--- src/rtl/spi_frame_pkg.sv ---
// Shared definitions for the SPI response/command framing path: frame geometry,
// fill byte, instruction codes and the serializer state encoding.
package spi_frame_pkg;

  localparam int unsigned FRAME_DATA_BYTES = 8;
  localparam logic [7:0]  FRAME_FILL_BYTE  = 8'hFF;

  localparam logic [7:0] INSTR_MIN = 8'h00;
  localparam logic [7:0] INSTR_MAX = 8'h0B;

  typedef enum logic [1:0] {
    ST_IDLE   = 2'd0,
    ST_HEADER = 2'd1,
    ST_DATA   = 2'd2,
    ST_CSUM   = 2'd3
  } frame_state_e;

  function automatic logic is_read_instr(input logic [7:0] instr);
    return instr inside {8'h00, 8'h04};
  endfunction

  function automatic logic is_camwrite_instr(input logic [7:0] instr);
    return instr inside {8'h01, 8'h02, 8'h03, 8'h05, 8'h06, 8'h0B};
  endfunction

  function automatic logic is_mem_instr(input logic [7:0] instr);
    return instr inside {[8'h07:8'h0A]};
  endfunction

  function automatic logic is_known_instr(input logic [7:0] instr);
    return (instr >= INSTR_MIN) && (instr <= INSTR_MAX);
  endfunction

endpackage

--- src/rtl/frame_checksum_xor.sv ---
// Running XOR accumulator for frame checksums; clear beats seed beats update.
// Shared by the transmit serializer and the receive-side checksum check.
module frame_checksum_xor (
  input  logic       clk_i,
  input  logic       rst_ni,
  input  logic       clear_i,
  input  logic       seed_i,
  input  logic [7:0] seed_byte_i,
  input  logic       update_i,
  input  logic [7:0] update_byte_i,
  output logic [7:0] sum_o
);

  logic [7:0] sum_q, sum_d;

  always_comb begin
    sum_d = sum_q;
    if (clear_i) begin
      sum_d = 8'h00;
    end else if (seed_i) begin
      sum_d = seed_byte_i;
    end else if (update_i) begin
      sum_d = sum_q ^ update_byte_i;
    end
  end

  always_ff @(posedge clk_i or negedge rst_ni) begin
    if (!rst_ni) begin
      sum_q <= 8'h00;
    end else begin
      sum_q <= sum_d;
    end
  end

  assign sum_o = sum_q;

endmodule

--- src/rtl/resp_frame_serializer.sv ---
// Streams one response frame (instr header, payload MSB-first, XOR checksum)
// to the SPI slave shifter, one byte per tx_req, with a one-cycle registered reply.
module resp_frame_serializer
  import spi_frame_pkg::*;
#(
  parameter int unsigned DATA_BYTES = FRAME_DATA_BYTES,
  parameter logic [7:0]  FILL_BYTE  = FRAME_FILL_BYTE
) (
  input  logic                    sysClk,
  input  logic                    sysRst_n,
  input  logic [7:0]              resp_instr,
  input  logic [8*DATA_BYTES-1:0] resp_data,
  input  logic                    resp_valid,
  output logic                    resp_ready,
  input  logic                    cs_active,
  input  logic                    tx_req,
  output logic [7:0]              tx_byte,
  output logic                    tx_valid,
  output logic                    busy,
  output logic                    underrun,
  output logic                    frame_done,
  output logic                    frame_abort,
  output frame_state_e            dbg_state
);

  localparam int unsigned PW       = 8 * DATA_BYTES;
  localparam logic [3:0]  LAST_IDX = 4'(DATA_BYTES - 1);

  // Handshake: a frame transfers on any rising edge where resp_valid and
  // resp_ready are both high; the handler may hold resp_valid and its data
  // across cycles, and resp_ready is registered so it is low during reset.
  frame_state_e    state_q, state_d;
  logic [7:0]      instr_q, instr_d;
  logic [PW-1:0]   data_q, data_d;
  logic [3:0]      cnt_q, cnt_d;
  logic            ready_q, ready_d;
  logic [7:0]      tx_byte_q, tx_byte_d;
  logic            tx_valid_q, tx_valid_d;
  logic            underrun_q, underrun_d;
  logic            done_q, done_d;
  logic            abort_q, abort_d;

  logic            accept;
  logic            cks_clear, cks_seed, cks_update;
  logic [7:0]      cks_sum;
  logic [7:0]      top_byte;

  assign top_byte = data_q[PW-1 -: 8];

  frame_checksum_xor u_checksum (
    .clk_i        (sysClk),
    .rst_ni       (sysRst_n),
    .clear_i      (cks_clear),
    .seed_i       (cks_seed),
    .seed_byte_i  (resp_instr),
    .update_i     (cks_update),
    .update_byte_i(top_byte),
    .sum_o        (cks_sum)
  );

  always_comb begin
    state_d    = state_q;
    instr_d    = instr_q;
    data_d     = data_q;
    cnt_d      = cnt_q;
    tx_byte_d  = tx_byte_q;
    tx_valid_d = 1'b0;
    underrun_d = 1'b0;
    done_d     = 1'b0;
    abort_d    = 1'b0;
    cks_clear  = 1'b0;
    cks_seed   = 1'b0;
    cks_update = 1'b0;
    accept     = resp_valid & ready_q;

    if (state_q == ST_IDLE) begin
      if (accept) begin
        instr_d  = resp_instr;
        data_d   = resp_data;
        cnt_d    = 4'd0;
        cks_seed = 1'b1;
        state_d  = ST_HEADER;
        // A request landing on the accept edge is served with the new header.
        if (tx_req) begin
          tx_byte_d  = resp_instr;
          tx_valid_d = 1'b1;
          state_d    = ST_DATA;
        end
      end else if (tx_req) begin
        tx_byte_d  = FILL_BYTE;
        tx_valid_d = 1'b1;
        underrun_d = 1'b1;
      end
    end else if (!cs_active) begin
      state_d   = ST_IDLE;
      abort_d   = 1'b1;
      cks_clear = 1'b1;
      data_d    = '0;
      cnt_d     = 4'd0;
    end else if (tx_req) begin
      tx_valid_d = 1'b1;
      if (state_q == ST_HEADER) begin
        tx_byte_d = instr_q;
        state_d   = ST_DATA;
      end else if (state_q == ST_DATA) begin
        tx_byte_d  = top_byte;
        data_d     = data_q << 8;
        cks_update = 1'b1;
        cnt_d      = cnt_q + 4'd1;
        if (cnt_q == LAST_IDX) begin
          state_d = ST_CSUM;
        end
      end else begin
        tx_byte_d = cks_sum;
        done_d    = 1'b1;
        cks_clear = 1'b1;
        cnt_d     = 4'd0;
        state_d   = ST_IDLE;
      end
    end

    ready_d = (state_d == ST_IDLE);
  end

  always_ff @(posedge sysClk or negedge sysRst_n) begin
    if (!sysRst_n) begin
      state_q    <= ST_IDLE;
      instr_q    <= 8'h00;
      data_q     <= '0;
      cnt_q      <= 4'd0;
      ready_q    <= 1'b0;
      tx_byte_q  <= FILL_BYTE;
      tx_valid_q <= 1'b0;
      underrun_q <= 1'b0;
      done_q     <= 1'b0;
      abort_q    <= 1'b0;
    end else begin
      state_q    <= state_d;
      instr_q    <= instr_d;
      data_q     <= data_d;
      cnt_q      <= cnt_d;
      ready_q    <= ready_d;
      tx_byte_q  <= tx_byte_d;
      tx_valid_q <= tx_valid_d;
      underrun_q <= underrun_d;
      done_q     <= done_d;
      abort_q    <= abort_d;
    end
  end

  assign resp_ready  = ready_q;
  assign tx_byte     = tx_byte_q;
  assign tx_valid    = tx_valid_q;
  assign busy        = (state_q != ST_IDLE);
  assign underrun    = underrun_q;
  assign frame_done  = done_q;
  assign frame_abort = abort_q;
  assign dbg_state   = state_q;

endmodule
--- config.mk ---
export PLATFORM = sky130hd
export DESIGN_NAME = resp_frame_serializer
export DESIGN_NICKNAME = d
export VERILOG_FILES = /design/src/rtl/spi_frame_pkg.sv /design/src/rtl/frame_checksum_xor.sv /design/src/rtl/resp_frame_serializer.sv
export SDC_FILE = /design/constraint.sdc
export NUM_CORES = 1
export LEC_CHECK = 0
export ABC_AREA = 1
export BUFFER_PORTS_ARGS = -buffer_cell sky130_fd_sc_hd__buf_4
export CAP_MARGIN = 0
export CELL_PAD_IN_SITES_DETAIL_PLACEMENT = 1
export CELL_PAD_IN_SITES_GLOBAL_PLACEMENT = 2
export CORE_UTILIZATION = 35
export CTS_CLUSTER_SIZE = 14
export DETAILED_ROUTE_END_ITERATION = 10
export PLACE_DENSITY = 0.85
export SLEW_MARGIN = 0
export SYNTH_ARGS = -nofsm -noshare
export SYNTH_HDL_FRONTEND = slang
export SYNTH_SLANG_ARGS = --single-unit
export TNS_END_PERCENT = 10
--- constraint.sdc ---
create_clock -name sysClk -period 3.5 [get_ports sysClk]
set_input_delay 1.05 -clock sysClk [delete_from_list [all_inputs] [get_ports sysClk]]
set_output_delay 1.05 -clock sysClk [all_outputs]
set_load 0.03 [all_outputs]
==> impl_metrics.py, run 1 <==
metrics = {
    "run_status": {
        "outcome": "complete, no violations",
    },
    "sta": {
        "finalSetupTns_ns": 0,
        "maxClockFrequency_mhz": 372,
        "actual_transition_at_the_worst_max_transition_pin_ns": 0.658,
        "finalHoldViolCount": 0,
        "final.period_utilization": 0.768,
        "worst_clock_skew_ns": 0.00638,
        "finalMaxSlewViolations": 0,
        "layout_min_cycle_time_ns": 2.69,
        "rsz_0062_raised_after_global_routing": "false",
        "slew-limit-headroom": 0.561,
        "finalSetupViolations": 0,
    },
    "setup_path": {
        "cp.arrival_ns": 1.64,
        "critical_path.max_fanout": 8,
        "path_delay_family": "buffers and inverters",
        "worst_path_max_delay_cell": "sky130_fd_sc_hd__dfrtp_1",
        "worst_ep_required_time_ns": 2.45,
        "cell_breakdown_of_the_critical_path": "inv_1 -> ha_2 -> inv_1 -> buf_4",
        "r2r_slack_ns": 1.01,
        "critical_path.startpoint_type": "register",
        "setup.worst_path.end_class": "output port",
        "cell_seen_most_often_among_critical_path_stages": "sky130_fd_sc_hd__inv_1",
        "max_stage_delay_ns": 0.43,
        "critical_path.n_buffers_inverters": 3,
        "worst-setup-path-type": "register to output port",
    },
    "cts": {
        "post_cts_resize_count": 0,
        "clock_buffers_created_by_tritoncts": 9,
        "cts_tree": "yes",
        "h-tree-depth": 3,
        "post_cts_buffers": 0,
        "cts_root_buffer": "sky130_fd_sc_hd__clkbuf_16",
        "worst_skew_pair.late_latency_ns": 0.35,
        "cts.sinks": 99,
        "cts_max_path_buffers": 2,
        "clk_pin_slew_worst_paths_ns": 0.07,
        "cts_hold_buffers": 0,
    },
    "yosys": {
        "synthesis.nets": 647,
        "synth_sequential_area_ratio": 0.514,
        "synth.top_cells.by_area": "sky130_fd_sc_hd__dfrtp_1 47%, sky130_fd_sc_hd__nand2_1 14%, sky130_fd_sc_hd__a22oi_1 8.7%",
        "synth_largest_area_cell": "sky130_fd_sc_hd__dfrtp_1",
        "ys_seq_elements": 99,
        "synth_area_sq_um": 4830,
        "syn_avg_cell_area_sq_um": 8.56,
        "synth.yosys.warnings": 0,
        "share_of_yosys_cell_area_claimed_by_the_top_area_cell_type": 0.471,
        "yosysUniqueCellTypes": 27,
        "synthesis.instances": 565,
    },
    "worst_hold_path": {
        "timing.hold.worst.class": "register to register",
    },
    "detailed_routing": {
        "vias_per_cell": 5.06,
        "first_pass_iters": 5,
        "avgRoutedWirePerCell_microns": 15.7,
        "first_iter_violations": 233,
        "wirelength_mm": 12.9,
        "route.detailed.drc": 0,
        "antenna_left": 0,
        "vias": 4149,
    },
    "die": {
        "fp-row-count": 42,
        "die_h_microns": 120,
        "coreArea_sq_um": 13300,
        "fp.dieArea_sq_um": 14300,
        "io-pin-count": 93,
        "fp.dieW_microns": 120,
        "starting_utilization_of_the_core_area": 0.362,
    },
    "final_layout": {
        "antenna_cells_inserted": 0,
        "final_common_cell": "sky130_fd_sc_hd__nand2_1",
        "syn2layout_area_growth_pct": 22.3,
        "final_nets": 721,
        "multi_input_comb_area_sq_um": 2010,
        "layout.cells.most_common_list": "175 x sky130_fd_sc_hd__nand2_1, 96 x sky130_fd_sc_hd__buf_4, 91 x sky130_fd_sc_hd__dfrtp_1",
        "fillers": 1616,
        "final-seq-area_sq_um": 2490,
        "fraction_of_final_layout_cells_with_drive_strength_greater_than_1": 0.231,
    },
    "global_route": {
        "grt_pass1_wl_mm": 21.4,
        "antenna_found_initial": 0,
        "first_global_vias": 4293,
        "leftover_overflow_at_the_end_of_global_routing": 0,
        "grtUsageTotal": 0.192,
        "grt_max_degree": 98,
    },
    "flow_run": {
        "maxCapViolations": 0,
    },
    "placed_design": {
        "placer_congestion_estimate": 0.739,
        "hpwlAfterDp_mm": 8.86,
        "port_buffers": 92,
    },
    "power_and_ir_drop": {
        "power.leakage_nw": 2.83,
        "power-per-cell-area_nw_per_um2": 897,
        "worst_ir_drop_vdd_mv": 0.415,
        "total_power_of_the_final_layout_w": 0.00530,
    },
}
## cells by family (layout without fill, tap and decap cells)
family	after synthesis	count (layout)	share of synthesized area
AO/OA/AOI/OAI	149	149	0.196
AND/OR/NAND/NOR	239	239	0.205
adder cells (fa/ha/maj)	5	5	0.0129
buffers and inverters	73	152	0.0719
flip-flops	99	99	0.514
## cell usage after synthesis (all sizes together)
library cell and instances:
o21ai 76, inv 37, clkbuf 13, ha 5, nand3 36, nand4 1
clkinv 1, nand2 186, o21a 6, nor2 16, o211ai 2, dfstp 8
a22oi 56, a21oi 9, dfrtp 91, buf 22
## path summary, 6_finish.rpt
path                                   start         end  cells past startpoint
worst max-delay path            dbg_state[0]        busy                      4
worst min-delay path              tx_byte[4]  tx_byte[4]                      2
worst max register to register  dbg_state[1]  data_q[34]                      9
worst min register to register    tx_byte[4]  tx_byte[4]                      2
max in group asynchronous           sysRst_n  tx_byte[7]                      2
min in group asynchronous           sysRst_n  instr_q[2]                      1
## per-stage QoR
stage | std cells | util | cell area (sq um) | hold WS (ns) | setup WS [ns]
floorplan | 565 | - | 4830 | 0.449 | 1.17
global placement | 804 | 0.421 | 5630 | 0.458 | 0.962
detailed placement | 804 | 0.421 | 5630 | 0.458 | 0.864
CTS | 820 | 0.443 | 5910 | 0.469 | 0.779
global route | 820 | 0.443 | 5910 | 0.476 | 0.715
finish | 820 | 0.443 | 5910 | 0.466 | 0.813
## worst reg2reg max path, stage by stage, from the launching register on
cell and delay, ns:
sky130_fd_sc_hd__dfrtp_1 0.45, sky130_fd_sc_hd__inv_1 0.11, sky130_fd_sc_hd__ha_1 0.47, sky130_fd_sc_hd__clkinv_4 0.22, sky130_fd_sc_hd__nand2_1 0.12, sky130_fd_sc_hd__nand2_2 0.10
sky130_fd_sc_hd__nand3_4 0.25, sky130_fd_sc_hd__buf_12 0.40, sky130_fd_sc_hd__nand2_1 0.15, sky130_fd_sc_hd__o21ai_0 0.12
## sequential cells by signal, indices dropped and copies added (netlist names)
signal / flops
frame_done: 1
frame_abort: 1
underrun: 1
instr_q: 8
resp_ready: 1
u_checksum.sum_o: 8
cnt_q: 4
data_q: 64
tx_byte: 8
dbg_state: 2
tx_valid: 1
## power by group
part | internal, W | switching (W)
logic | 0.000831 | 0.00155
registers | 0.00166 | 0.000295
clock network | 0.000526 | 0.000447
## final cells by class
| type | count | share of cell area |
|---|---|---|
| Clock buffer | 12 | 0.0434 |
| Tap cell | 176 | 0.0372 |
| Timing Repair Buffer | 98 | 0.129 |
| Clock inverter | 4 | 0.00550 |
| Sequential cell | 99 | 0.421 |
| Multi-Input combinational cell | 393 | 0.340 |
| Inverter | 38 | 0.0250 |
## layer usage
metal	wire length, microns	up-vias	share of wire	global-route usage
met5	0	-	0	0
met3	449	16	0.035	0.0356
li1	-	2036	-	-
met2	6420	73	0.50	0.310
met1	5790	2024	0.45	0.252
met4	244	0	0.019	0.0789
(Power assumes the default switching activity.)
==> run 2, diff against run 1 <==
--- a/config.mk
+++ b/config.mk
@@ -10,10 +10,10 @@
 export CAP_MARGIN = 0
 export CELL_PAD_IN_SITES_DETAIL_PLACEMENT = 1
 export CELL_PAD_IN_SITES_GLOBAL_PLACEMENT = 2
-export CORE_UTILIZATION = 35
+export CORE_UTILIZATION = 33
 export CTS_CLUSTER_SIZE = 14
 export DETAILED_ROUTE_END_ITERATION = 10
-export PLACE_DENSITY = 0.85
+export PLACE_DENSITY = 0.81
 export SLEW_MARGIN = 0
 export SYNTH_ARGS = -nofsm -noshare
 export SYNTH_HDL_FRONTEND = slang
==> constraint.sdc (replaced) <==
create_clock -name sysClk -period 2.6 [get_ports sysClk]
set_input_delay 0.78 -clock sysClk [delete_from_list [all_inputs] [get_ports sysClk]]
set_output_delay 0.78 -clock sysClk [all_outputs]
set_load 0.03 [all_outputs]
==> run 2 against run 1 <==
  * Sequential power increased by 34%
  * Register-to-register slack lost 0.62 ns
  * Count of clock-buffer cells in the layout shrank 3
  * Global-route usage shrank 0.83 points
  * Worst setup slack worse by 0.61 ns
  * Flip-flop and latch count is the same
  * Design area up 0.74%
  * Clock power grew 39%
  * Wire length increased by 0.40%
  * Via count down 0.67%
  * Total power is 36% higher
==> impl_metrics.py, run 2 (same netlist as run 1, synthesis figures left out) <==
metrics = {
    "power_and_ir_drop": {
        "sequentialPowerShare": 0.364,
        "power.leakage_nw": 2.85,
        "worst_ir_drop_vdd_mv": 0.645,
        "power-per-cell-area_nw_per_um2": 1210,
        "clock_network_power_share": 0.187,
        "reported_net_switching_power_w": 0.00315,
        "comb_power_share": 0.449,
        "p_sw_frac": 0.436,
        "total_internal_power_w": 0.00407,
    },
    "final_layout": {
        "fraction_of_final_layout_cells_with_drive_strength_greater_than_1": 0.236,
        "syn2layout_area_growth_pct": 23.2,
        "final-seq-area_sq_um": 2490,
        "fillers": 1681,
        "multi_input_comb_area_sq_um": 2010,
        "final_common_cell": "sky130_fd_sc_hd__nand2_1",
        "top_register": "data_q",
        "finalCoreUtilization": 0.423,
        "antenna_cells_inserted": 0,
        "layout.cells.most_common_list": "175 x sky130_fd_sc_hd__nand2_1, 98 x sky130_fd_sc_hd__buf_4, 91 x sky130_fd_sc_hd__dfrtp_1",
        "final_nets": 724,
        "largest_register_ffs": 64,
    },
    "detailed_routing": {
        "avgRoutedWirePerCell_microns": 15.7,
        "first_iter_violations": 197,
        "antenna_left": 0,
        "wirelength_mm": 13.0,
        "first_pass_iters": 4,
        "vias": 4121,
        "vias_per_cell": 4.98,
        "route.detailed.drc": 0,
    },
    "cts": {
        "worst_skew_pair.late_latency_ns": 0.36,
        "cts_tree": "yes",
        "cts_hold_buffers": 0,
        "cts_root_buffer": "sky130_fd_sc_hd__clkbuf_16",
        "h-tree-depth": 3,
        "clk_pin_slew_worst_paths_ns": 0.07,
        "cts_max_path_buffers": 2,
        "post_cts_buffers": 0,
        "post_cts_resize_count": 0,
        "clock_buffers_created_by_tritoncts": 9,
        "cts.sinks": 99,
    },
    "setup_path": {
        "worst-setup-path-type": "register to output port",
        "worst_ep_required_time_ns": 1.82,
        "cell_breakdown_of_the_critical_path": "inv_1 -> ha_2 -> inv_1 -> buf_4",
        "cp.arrival_ns": 1.61,
        "setup.worst_path.end_class": "output port",
        "critical_path.startpoint_type": "register",
        "max_stage_delay_ns": 0.42,
        "critical_path.max_fanout": 9,
        "cell_seen_most_often_among_critical_path_stages": "sky130_fd_sc_hd__inv_1",
        "r2r_slack_ns": 0.39,
        "worst_path_max_delay_cell": "sky130_fd_sc_hd__dfrtp_1",
    },
    "die": {
        "coreArea_sq_um": 14100,
        "die_h_microns": 123,
        "fp.dieW_microns": 123,
        "io-pin-count": 93,
        "fp.dieArea_sq_um": 15100,
        "starting_utilization_of_the_core_area": 0.343,
        "fp-row-count": 43,
    },
    "sta": {
        "fin_worst_hold_slack_ns": 0.407,
        "worst_clock_skew_ns": 0.00690,
        "final.period_utilization": 0.920,
        "finalHoldViolCount": 0,
        "layout_min_cycle_time_ns": 2.39,
        "maxClockFrequency_mhz": 418,
        "rsz_0062_raised_after_global_routing": "false",
        "slew-limit-headroom": 0.466,
        "finalMaxSlewViolations": 0,
        "finalSetupViolations": 0,
        "actual_transition_at_the_worst_max_transition_pin_ns": 0.801,
        "finalSetupTns_ns": 0,
    },
    "global_route": {
        "antenna_found_initial": 0,
        "grt_max_degree": 100,
        "grtUsageTotal": 0.183,
        "grt_pass1_wl_mm": 21.4,
        "leftover_overflow_at_the_end_of_global_routing": 0,
        "first_global_vias": 4307,
    },
    "placed_design": {
        "placer_congestion_estimate": 0.741,
        "hpwlAfterDp_mm": 8.62,
        "port_buffers": 92,
    },
    "worst_hold_path": {
        "timing.hold.worst.class": "primary input to asynchronous set/reset pin",
    },
    "flow_run": {
        "maxCapViolations": 0,
    },
    "run_status": {
        "outcome": "complete, no violations",
    },
}
run 2: layer usage:
metal  track usage  wire (microns)
met1         0.236            5800
met2         0.304            6440
met3        0.0466             573
met4        0.0505             152
met5             0               0
run 2: final cells by class:
class / count / share of cell area
sequential: 99 / 0.417
inverter: 38 / 0.0248
clock buffer: 9 / 0.0378
clock inverter: 7 / 0.0113
timing repair buffer: 101 / 0.134
multi-input combinational: 393 / 0.337
tap: 180 / 0.0378
run 2: final timing paths:
path	from	endpoint	depth (start not counted)
min	sysRst_n	tx_valid	2
max reg2reg	dbg_state[0]	data_q[55]	5
max in group asynchronous	sysRst_n	data_q[58]	2
min reg2reg	tx_byte[1]	tx_byte[1]	2
min in group sysClk	tx_byte[1]	tx_byte[1]	2
max	dbg_state[0]	busy	4
run 2: stage by stage:
step / area [sq um] / std cells / setup WS (ns) / power [W]
after CTS: 5960 / 827 / 0.174 / 0.00733
after floorplan: 4830 / 565 / 0.540 / 0.00505
after global placement: 5670 / 811 / 0.449 / 0.00580
final: 5960 / 827 / 0.208 / 0.00722
after detailed placement: 5670 / 811 / 0.374 / 0.00594
after global routing: 5960 / 827 / 0.0888 / 0.00784
run 2: worst max-delay path, delay by kind of cell (launching register included):
family / cells / cell delay [ns]
buffers and inverters: 3 / 0.50
adders and majority gates: 1 / 0.34
DFF: 1 / 0.42
run 2: power groups by stage:
stage                     Sequential [W]  Combinational, W  Clock, W
after floorplan                  0.00275           0.00229         0
after global placement           0.00263           0.00318         0
after CTS                        0.00263           0.00329   0.00140
final                            0.00262           0.00324   0.00135
after global routing             0.00271           0.00369   0.00145
after detailed placement         0.00266           0.00328         0
